$ cat config.mk
export PLATFORM = sky130hd
export DESIGN_NAME = ext_pll_ready_monitor
export DESIGN_NICKNAME = d
export VERILOG_FILES = /design/src/rtl/ext_pll_ready_monitor.sv
export SDC_FILE = /design/constraint.sdc
export NUM_CORES = 1
export LEC_CHECK = 0
export ABC_CLOCK_PERIOD_IN_PS = 5240
export CAP_MARGIN = 30
export CORE_MARGIN = 2
export CORE_UTILIZATION = 57
export DETAILED_ROUTE_END_ITERATION = 8
export GPL_ROUTABILITY_DRIVEN = 0
export HOLD_SLACK_MARGIN = 0.05
export PLACE_DENSITY = 0.84
export SLEW_MARGIN = 25
export SYNTH_ARGS = -nofsm -noshare
export SYNTH_HDL_FRONTEND = slang
export SYNTH_SLANG_ARGS = --single-unit
$ cat constraint.sdc
create_clock -name clk_ik -period 5.24 [get_ports clk_ik]
set_input_delay 1.048 -clock clk_ik [delete_from_list [all_inputs] [get_ports clk_ik]]
set_output_delay 1.048 -clock clk_ik [all_outputs]
set_load 0.1 [all_outputs]
$ cat src/rtl/ext_pll_ready_monitor.sv
// Qualifies an asynchronous external PLL lock into a registered ready flag. The PLL is
// reset on lock timeout or after a lock loss. The loss counter exists only when EXT_PLL_LOSS_COUNTER_EN is defined.
module ext_pll_ready_monitor #(
    parameter int unsigned PLL_RST_CYCLES      = 1000,
    parameter int unsigned LOCK_TIMEOUT_CYCLES = 1000000,
    parameter int unsigned STABLE_CYCLES       = 100000,
    parameter int unsigned HOLDOFF_CYCLES      = 10000
) (
    input  logic        clk_ik,
    input  logic        rst_ir,
    input  logic        pll_lock_ia,
    input  logic        clear_count_i,
    output logic        pll_rst_o,
    output logic        ext_pll_ready_o,
    output logic [2:0]  state_o,
    output logic [15:0] loss_count_o
);
    localparam int unsigned MAX_AB     = (PLL_RST_CYCLES > LOCK_TIMEOUT_CYCLES) ? PLL_RST_CYCLES : LOCK_TIMEOUT_CYCLES;
    localparam int unsigned MAX_CD     = (STABLE_CYCLES > HOLDOFF_CYCLES) ? STABLE_CYCLES : HOLDOFF_CYCLES;
    localparam int unsigned MAX_CYCLES = (MAX_AB > MAX_CD) ? MAX_AB : MAX_CD;
    localparam int          CNT_W      = (MAX_CYCLES > 1) ? $clog2(MAX_CYCLES) : 1;

    // Every phase leaves on the last cycle of its count.
    localparam logic [CNT_W-1:0] RST_LAST     = CNT_W'(PLL_RST_CYCLES - 1);
    localparam logic [CNT_W-1:0] TIMEOUT_LAST = CNT_W'(LOCK_TIMEOUT_CYCLES - 1);
    localparam logic [CNT_W-1:0] STABLE_LAST  = CNT_W'(STABLE_CYCLES - 1);
    localparam logic [CNT_W-1:0] HOLDOFF_LAST = CNT_W'(HOLDOFF_CYCLES - 1);

    typedef enum logic [2:0] {
        S_PLLRST    = 3'd0,
        S_WAIT_LOCK = 3'd1,
        S_STABLE    = 3'd2,
        S_READY     = 3'd3,
        S_HOLDOFF   = 3'd4
    } state_t;

    state_t           state_q, state_d;
    logic [CNT_W-1:0] cnt_q;
    logic             lock_meta_q, lock_sync_q;
    logic             ready_q, pll_rst_q;

    always_ff @(posedge clk_ik) begin
        if (rst_ir) begin
            lock_meta_q <= 1'b0;
            lock_sync_q <= 1'b0;
        end else begin
            lock_meta_q <= pll_lock_ia;
            lock_sync_q <= lock_meta_q;
        end
    end

    always_comb begin
        state_d = state_q;
        case (state_q)
            S_PLLRST: begin
                if (cnt_q == RST_LAST) state_d = S_WAIT_LOCK;
            end
            S_WAIT_LOCK: begin
                if (lock_sync_q)                state_d = S_STABLE;
                else if (cnt_q == TIMEOUT_LAST) state_d = S_PLLRST;
            end
            S_STABLE: begin
                if (!lock_sync_q)              state_d = S_WAIT_LOCK;
                else if (cnt_q == STABLE_LAST) state_d = S_READY;
            end
            S_READY: begin
                if (!lock_sync_q) state_d = S_HOLDOFF;
            end
            S_HOLDOFF: begin
                if (cnt_q == HOLDOFF_LAST) state_d = S_PLLRST;
            end
            default: state_d = S_PLLRST;
        endcase
    end

    // Outputs are registered from the next state, so they always match state_q exactly.
    always_ff @(posedge clk_ik) begin
        if (rst_ir) begin
            state_q   <= S_PLLRST;
            cnt_q     <= '0;
            ready_q   <= 1'b0;
            pll_rst_q <= 1'b1;
        end else begin
            state_q   <= state_d;
            ready_q   <= (state_d == S_READY);
            pll_rst_q <= (state_d == S_PLLRST);
            if (state_d != state_q)     cnt_q <= '0;
            else if (state_q != S_READY) cnt_q <= cnt_q + 1'b1;
        end
    end

    assign pll_rst_o       = pll_rst_q;
    assign ext_pll_ready_o = ready_q;
    assign state_o         = state_q;

`ifdef EXT_PLL_LOSS_COUNTER_EN
    logic [15:0] loss_q;
    logic        loss_inc;

    assign loss_inc = (state_q == S_READY) && (state_d == S_HOLDOFF);

    // A clear wins over a coincident loss; the count saturates rather than wrapping.
    always_ff @(posedge clk_ik) begin
        if (rst_ir || clear_count_i) begin
            loss_q <= '0;
        end else if (loss_inc && (loss_q != 16'hFFFF)) begin
            loss_q <= loss_q + 16'd1;
        end
    end

    assign loss_count_o = loss_q;
`else
    logic unused_clear;
    assign unused_clear = clear_count_i;
    assign loss_count_o = 16'h0000;
`endif

endmodule

==> metrics.md, run 1 <==
| Metric | Value |
|---|---|
| Hold_sp | lock_meta_q |
| Pwr/cell area | 222 nW/um2 |
| Hold Path Stages | 1 |
| Prevailing post-synth register cell | dfxtp_1 |
| Num CTS Buffers | 3 |
| Hold-fix buffers, CTS | 0 |
| CP arrival | 2060 ps |
| CP bufs+invs | 1 |
| Setup TNS | 0 ps |
| Critical-path cell list | clkdlybuf4s50_1 |
| Initial Utilization | 0.590 |
| HP Class | reg -> reg |
| Slew Viols, Final | 0 |
| CTS root buf | clkbuf_4 |
| Detail Placement HPWL | approximately 2300 um |
| Setup crit end kind | output port |
| Top Ports | 25 |
| Sink Count | 27 |
| Worst path required time | about 4200 ps |
| Worst Path Max Fanout | 8 |
| Post-place setup slack | 2450 ps |
| First drt pass iteration count | 5 |
| # Post-CTS Setup Buffers | 0 |
| Global-route wire length before repair | 5340 um |
| CTS tree | yes |
| Crit share post-route | 0.592 |
| Final-report setup violation count | 0 |
| Count leader, synth | dfxtp_1 |
| Hold Violations, Final | 0 |
| Hold slack final | 459 ps |
| Nets | 187 |
| Via count | 1,239 |
| Pleak | 0.000520 uW |
| Final Skew | 9.22 ps |
| Slew HR | 0.347 |
| Max-Cap Viols | 0 |
| H-tree Lvls | 1 |
| Worst Hold End | lock_sync_q |
| Post-synth EDFFs | 0 |
| CP startpoint kind | register |
| CP peak stage delay | between 1000 and 1500 ps |
| Delay-heaviest family, CP | buffers and inverters |
| Placed Area | 1620 um2 |
| Die height | 57.0 um |
| Mean area per synthesized cell | 9.14 um2 |
| Number of global-route vias before repair | 1,152 |
| Die area | 3250 um2 |
| Core area | around 2700 um2 |
| Post-CTS Resized | 0 |
| Crit Reg-Reg Endpoint | cnt_q[17] |
| Unrepaired setup endpoints after global routing | false |
| Longest Clk Path Bufs | 2 |
| Number of DRC markers in iteration 0 | 40 |
| Reg2Reg Depth | 6 |
| Top cells by area, synth | dfxtp_1, buf_4, a211oi_2 |
| Detailed-route wire length | roughly 3200 um |
| Initial antenna violation count | 0 |
| Drc violations | 0 |
| RR Startpoint | cnt_q[14] |
| IR drop worst, VDD | 186 uV |
| Pin slew with the least headroom to its limit | ~1000 ps |
| Die X | 57.0 um |
| Netlist Area Pre-Place | roughly 1600 um2 |
| Slowest CP cell | clkdlybuf4s50_1 |
| Worst skew pair latency | 330 ps |
| Total Power | 365 uW |
| Num rows | 19 |
| Overall routing resource usage | 0.208 |
| Layout cells sized above 1 | 0.116 |
| CP Class | reg -> out |
| Routed len/inst | ~15 um |
| Diode count | 0 |
| Total number of yosys warnings | 0 |
| Area Growth Syn to Fin | 2.74% |
| Final WS setup | 2140 ps |
| Clock Pin Slew Worst Setup and Hold Paths | 150 ps |
| Ys async rst share | 0 |
| Syn Inst Count | 175 |
| IO Port Bufs | 7 |
| DR vias/cell | 5.84 |
| Overflow after GRT | 0 |
| Post-synth cell types | 40 |
| Largest net degree at the start of global routing | 16 |
| Top cells by count, synth | dfxtp_1, nor2_1, buf_4, xnor2_1, nand2_1 |
| Seq cells post-synth | 27 |
| Fin area | 1640 um2 |
| Worst reg2reg setup slack | 2470 ps |
| Status | finished clean |
| Min Tclk post-route | 3100 ps |
| Yosys top cell by area | dfxtp_1 |
| Max Fclk | between 300 and 400 MHz |
| Antenna viol nets, final | 0 |
| Yosys top cell area share | 0.338 |
| Sequential-to-total area share from yosys stat | 0.338 |
==> metrics by stage <==
step,util,cells
3_5_place_dp,0.596,208
3_3_place_gp,0.596,208
2_1_floorplan,-,190
6_report,0.607,212
5_1_grt,0.607,212
4_1_cts,0.607,212
==> registers in the layout, indices dropped and copies added (netlist names) <==
name,cells
cnt_q,20
pll_rst_o,1
ext_pll_ready_o,1
state_o,3
lock_sync_q,1
lock_meta_q,1
==> area by class of cell <==
class	instances	area (um2)
clock buffer	3	22.5
clock inverter	1	5.00
fill	234	1070
inverter	5	18.8
multi-input combinational	137	941
sequential	27	541
tap	31	38.8
timing repair buffer	8	77.6
==> power breakdown <==
| part | switching [uW] | internal, uW |
|---|---|---|
| registers | 2.55 | 208 |
| clock network | 61.8 | 28.7 |
| logic | 57.5 | 6.05 |
| total | 122 | 243 |
==> kinds of logic after synthesis <==
logic type,share of synthesized area
and+or+nand+nor,0.281
adders and majority gates,0.00782
buffers and inverters,0.109
xor gates and xnor gates,0.109
DFF,0.338
other,0.00234
AOI/OAI and AO/OA,0.152
==> routing by layer <==
metal	vias up	share of wire	track usage
met4	0	0.0059	0.0565
met2	54	0.49	0.356
met3	2	0.062	0.0544
met1	583	0.44	0.261
met5	-	0	0
li1	600	-	-
==> cell usage in the layout, fill, tap and decap left out, drive strengths merged, types with 6 or more instances in the layout <==
master          n
xor2            6
dfxtp          27
nand2          11
conb           16
nand3           7
a211oi         15
nor2           20
xnor2          14
clkdlybuf4s50   7
==> worst max path at each step <==
stage	depth (start not counted)	end	from
5_1_grt	1	state_o[0]	state_o[0]
6_report	1	state_o[0]	state_o[0]
2_1_floorplan	6	cnt_q[18]	state_o[2]
3_3_place_gp	5	cnt_q[1]	rst_ir
3_5_place_dp	5	cnt_q[1]	rst_ir
4_1_cts	1	state_o[0]	state_o[0]
Note: power is estimated with default switching activity, not from simulation.
==> inputs of run 2 (changes only) <==
- ABC_CLOCK_PERIOD_IN_PS: 5240 -> 2500
- CORE_UTILIZATION: 57 -> 48
- PLACE_DENSITY: 0.84 -> 0.75
- clock period: 5.24 -> 2.5 ns (I/O delays scaled with it)
==> run 2 against run 1 <==
  * Flip-flop and latch count is the same
  * Worst hold slack gained 1.5 ps
  * Register-to-register slack lost 2200 ps
  * Total power grew 110%
==> metrics.md, run 2 (synthesis results as in run 1) <==
| Metric | Value |
|---|---|
| H-tree Lvls | 1 (unchanged) |
| Clock Pin Slew Worst Setup and Hold Paths | 140 ps (about the same) |
| Number of DRC markers in iteration 0 | 72 (+80%) |
| Sink Count | 27 (unchanged) |
| Layout Utilization | 0.536 (-0.0708) |
| Overall routing resource usage | 0.190 (-0.0180) |
| CP peak stage delay | 770 ps (-430 ps) |
| Final WS setup | 236 ps (-1900 ps) |
| Area Growth Syn to Fin | 3.91% |
| Most frequent cells in the layout | dfxtp_1, nor2_1, conb_1, xnor2_1, nand2_1 |
| Final Skew | 4.98 ps (-4.24 ps) |
| Crit Reg-Reg Endpoint | cnt_q[1] |
| Top reg by flops | cnt_q |
| # Post-CTS Setup Buffers | 0 (unchanged) |
| Pin slew with the least headroom to its limit | 862 ps (-115 ps) |
| CTS tree | yes |
| Reg2Reg Depth | 6 (unchanged) |
| Worst path required time | 2700 ps (-1490 ps) |
| Largest net degree at the start of global routing | 21 (+5) |
| Initial antenna violation count | 0 (unchanged) |
| Longest Clk Path Bufs | 2 (unchanged) |
| HP Class | reg -> reg |
| Commonest non-fill, non-tap cell in the layout | dfxtp_1 |
| CP arrival | 2460 ps (+400 ps) |
| Hold-fix buffers, CTS | 0 (unchanged) |
| Max Fclk | 442 MHz |
| Final-report setup violation count | 0 (unchanged) |
| Setup crit end kind | register |
| Worst reg2reg setup slack | 240 ps (-2230 ps) |
| Layout cells sized above 1 | 0.153 (+0.0370) |
| Total Power | 766 uW (+110%) |
| Routed wl met2 | 1500 um (-4.2%) |
| Critical-path cell list | ha_1 -> nand4b_1 -> nor3_1 -> a21oi_1 -> o31ai_4 -> a221oi_1 |
| Worst Path Max Fanout | 15 (+7) |
| IO Port Bufs | 7 (unchanged) |
| CTS root buf | clkbuf_4 |
| Slew HR | 0.425 (+0.0784) |
| CP Class | reg -> reg |
| Initial Utilization | 0.516 (-0.0748) |
| Hold Path Stages | 1 (unchanged) |
| Met3 wire length | 138 um (-31%) |
| Num CTS Buffers | 3 (unchanged) |
| Number of flip-flops in the largest register | 20 (unchanged) |
| Hold_sp | lock_meta_q |
| CP startpoint kind | register |
| Overflow after GRT | 0 (unchanged) |
| Top sig layer | met4 |
| Via count | 1,241 (+0.16%) |
| Crit share post-route | 0.906 |
| Die X | 61.7 um (+8.3%) |
| WL met1 | 1410 um (-0.49%) |
| Worst skew pair latency | 330 ps (about the same) |
| Diode count | 0 (unchanged) |
| Global-route wire length before repair | 5330 um (-0.13%) |
| Unrepaired setup endpoints after global routing | false |
| Pwr/cell area | 460 nW/um2 (+110%) |
| Nets | 189 (+1.1%) |
| Slowest CP cell | o31ai_4 |
| Detailed-route wire length | 3100 um (-3.3%) |
| Worst Hold End | lock_sync_q |
| Detail Placement HPWL | 2300 um (+1.8%) |
| RR Startpoint | cnt_q[0] |
| Antenna viol nets, final | 0 (unchanged) |
| Top Ports | 25 (unchanged) |
| Pleak | 0.000539 uW (+3.6%) |
| Core area | 3100 um2 (+14%) |
| DR vias/cell | 5.47 (-6.5%) |
| Number of global-route vias before repair | 1,176 (+2.1%) |
| Status | finished clean |
| Num rows | 20 (+1) |
| Hold Violations, Final | 0 (unchanged) |
| Post-place setup slack | 263 ps (-2190 ps) |
| Min Tclk post-route | 2260 ps |
| Die height | 61.7 um (+8.3%) |
| Routed len/inst | 13.7 um (-9.7%) |
| Post-CTS Resized | 0 (unchanged) |
| Die area | 3810 um2 (+17%) |
| Max-Cap Viols | 0 (unchanged) |
| First drt pass iteration count | 4 (-1) |
| IR drop worst, VDD | 245 uV (+32%) |
| Setup TNS | 0 ps (unchanged) |
| Slew Viols, Final | 0 (unchanged) |
| Drc violations | 0 (unchanged) |
==> run 2: how the worst max path moves through the flow <==
stage                            to        from  slack [ps]
after floorplan           cnt_q[18]  state_o[2]          40
after global placement     cnt_q[1]    cnt_q[0]         270
after detailed placement   cnt_q[1]    cnt_q[0]         260
after CTS                  cnt_q[1]    cnt_q[0]         250
after global routing       cnt_q[1]    cnt_q[4]          30
final                      cnt_q[1]    cnt_q[0]         240
==> run 2: critical path, delay by kind of cell (launching register included) <==
kind / cells / cell delay (ps)
AO/OA/AOI/OAI: 3 / 1140
flip-flops: 1 / 400
AND/OR/NAND/NOR: 2 / 380
adder cells (fa/ha/maj): 1 / 220
==> run 2: power breakdown <==
part           switching [uW]  internal [uW]  total, uW
logic                     121           12.5        133
clock network             131           60.2        191
registers                5.34            436        442
total                     257            509        766
==> run 2: per-layer routing <==
metal / global-route usage / vias up
met5: 0 / -
met4: 0.0638 / 0
met3: 0.0352 / 4
met2: 0.325 / 41
met1: 0.243 / 589
li1: - / 607
==> run 2: cell type report <==
cell class	instances	area, um2
multi-input cells	137	941
inverters	5	18.8
fillers	307	1440
clock buffers	3	22.5
repair buffers	10	80.1
clock inverters	1	5.00
well taps	44	55.1
flip-flops and latches	27	541
==> run 2: per-stage QoR <==
step | area (um2) | hold WS [ps] | cells
5_1_grt | 1660 | 481 | 227
3_3_place_gp | 1640 | 422 | 223
2_1_floorplan | 1660 | 414 | 190
3_5_place_dp | 1640 | 432 | 223
6_report | 1660 | 460 | 227
4_1_cts | 1660 | 464 | 227
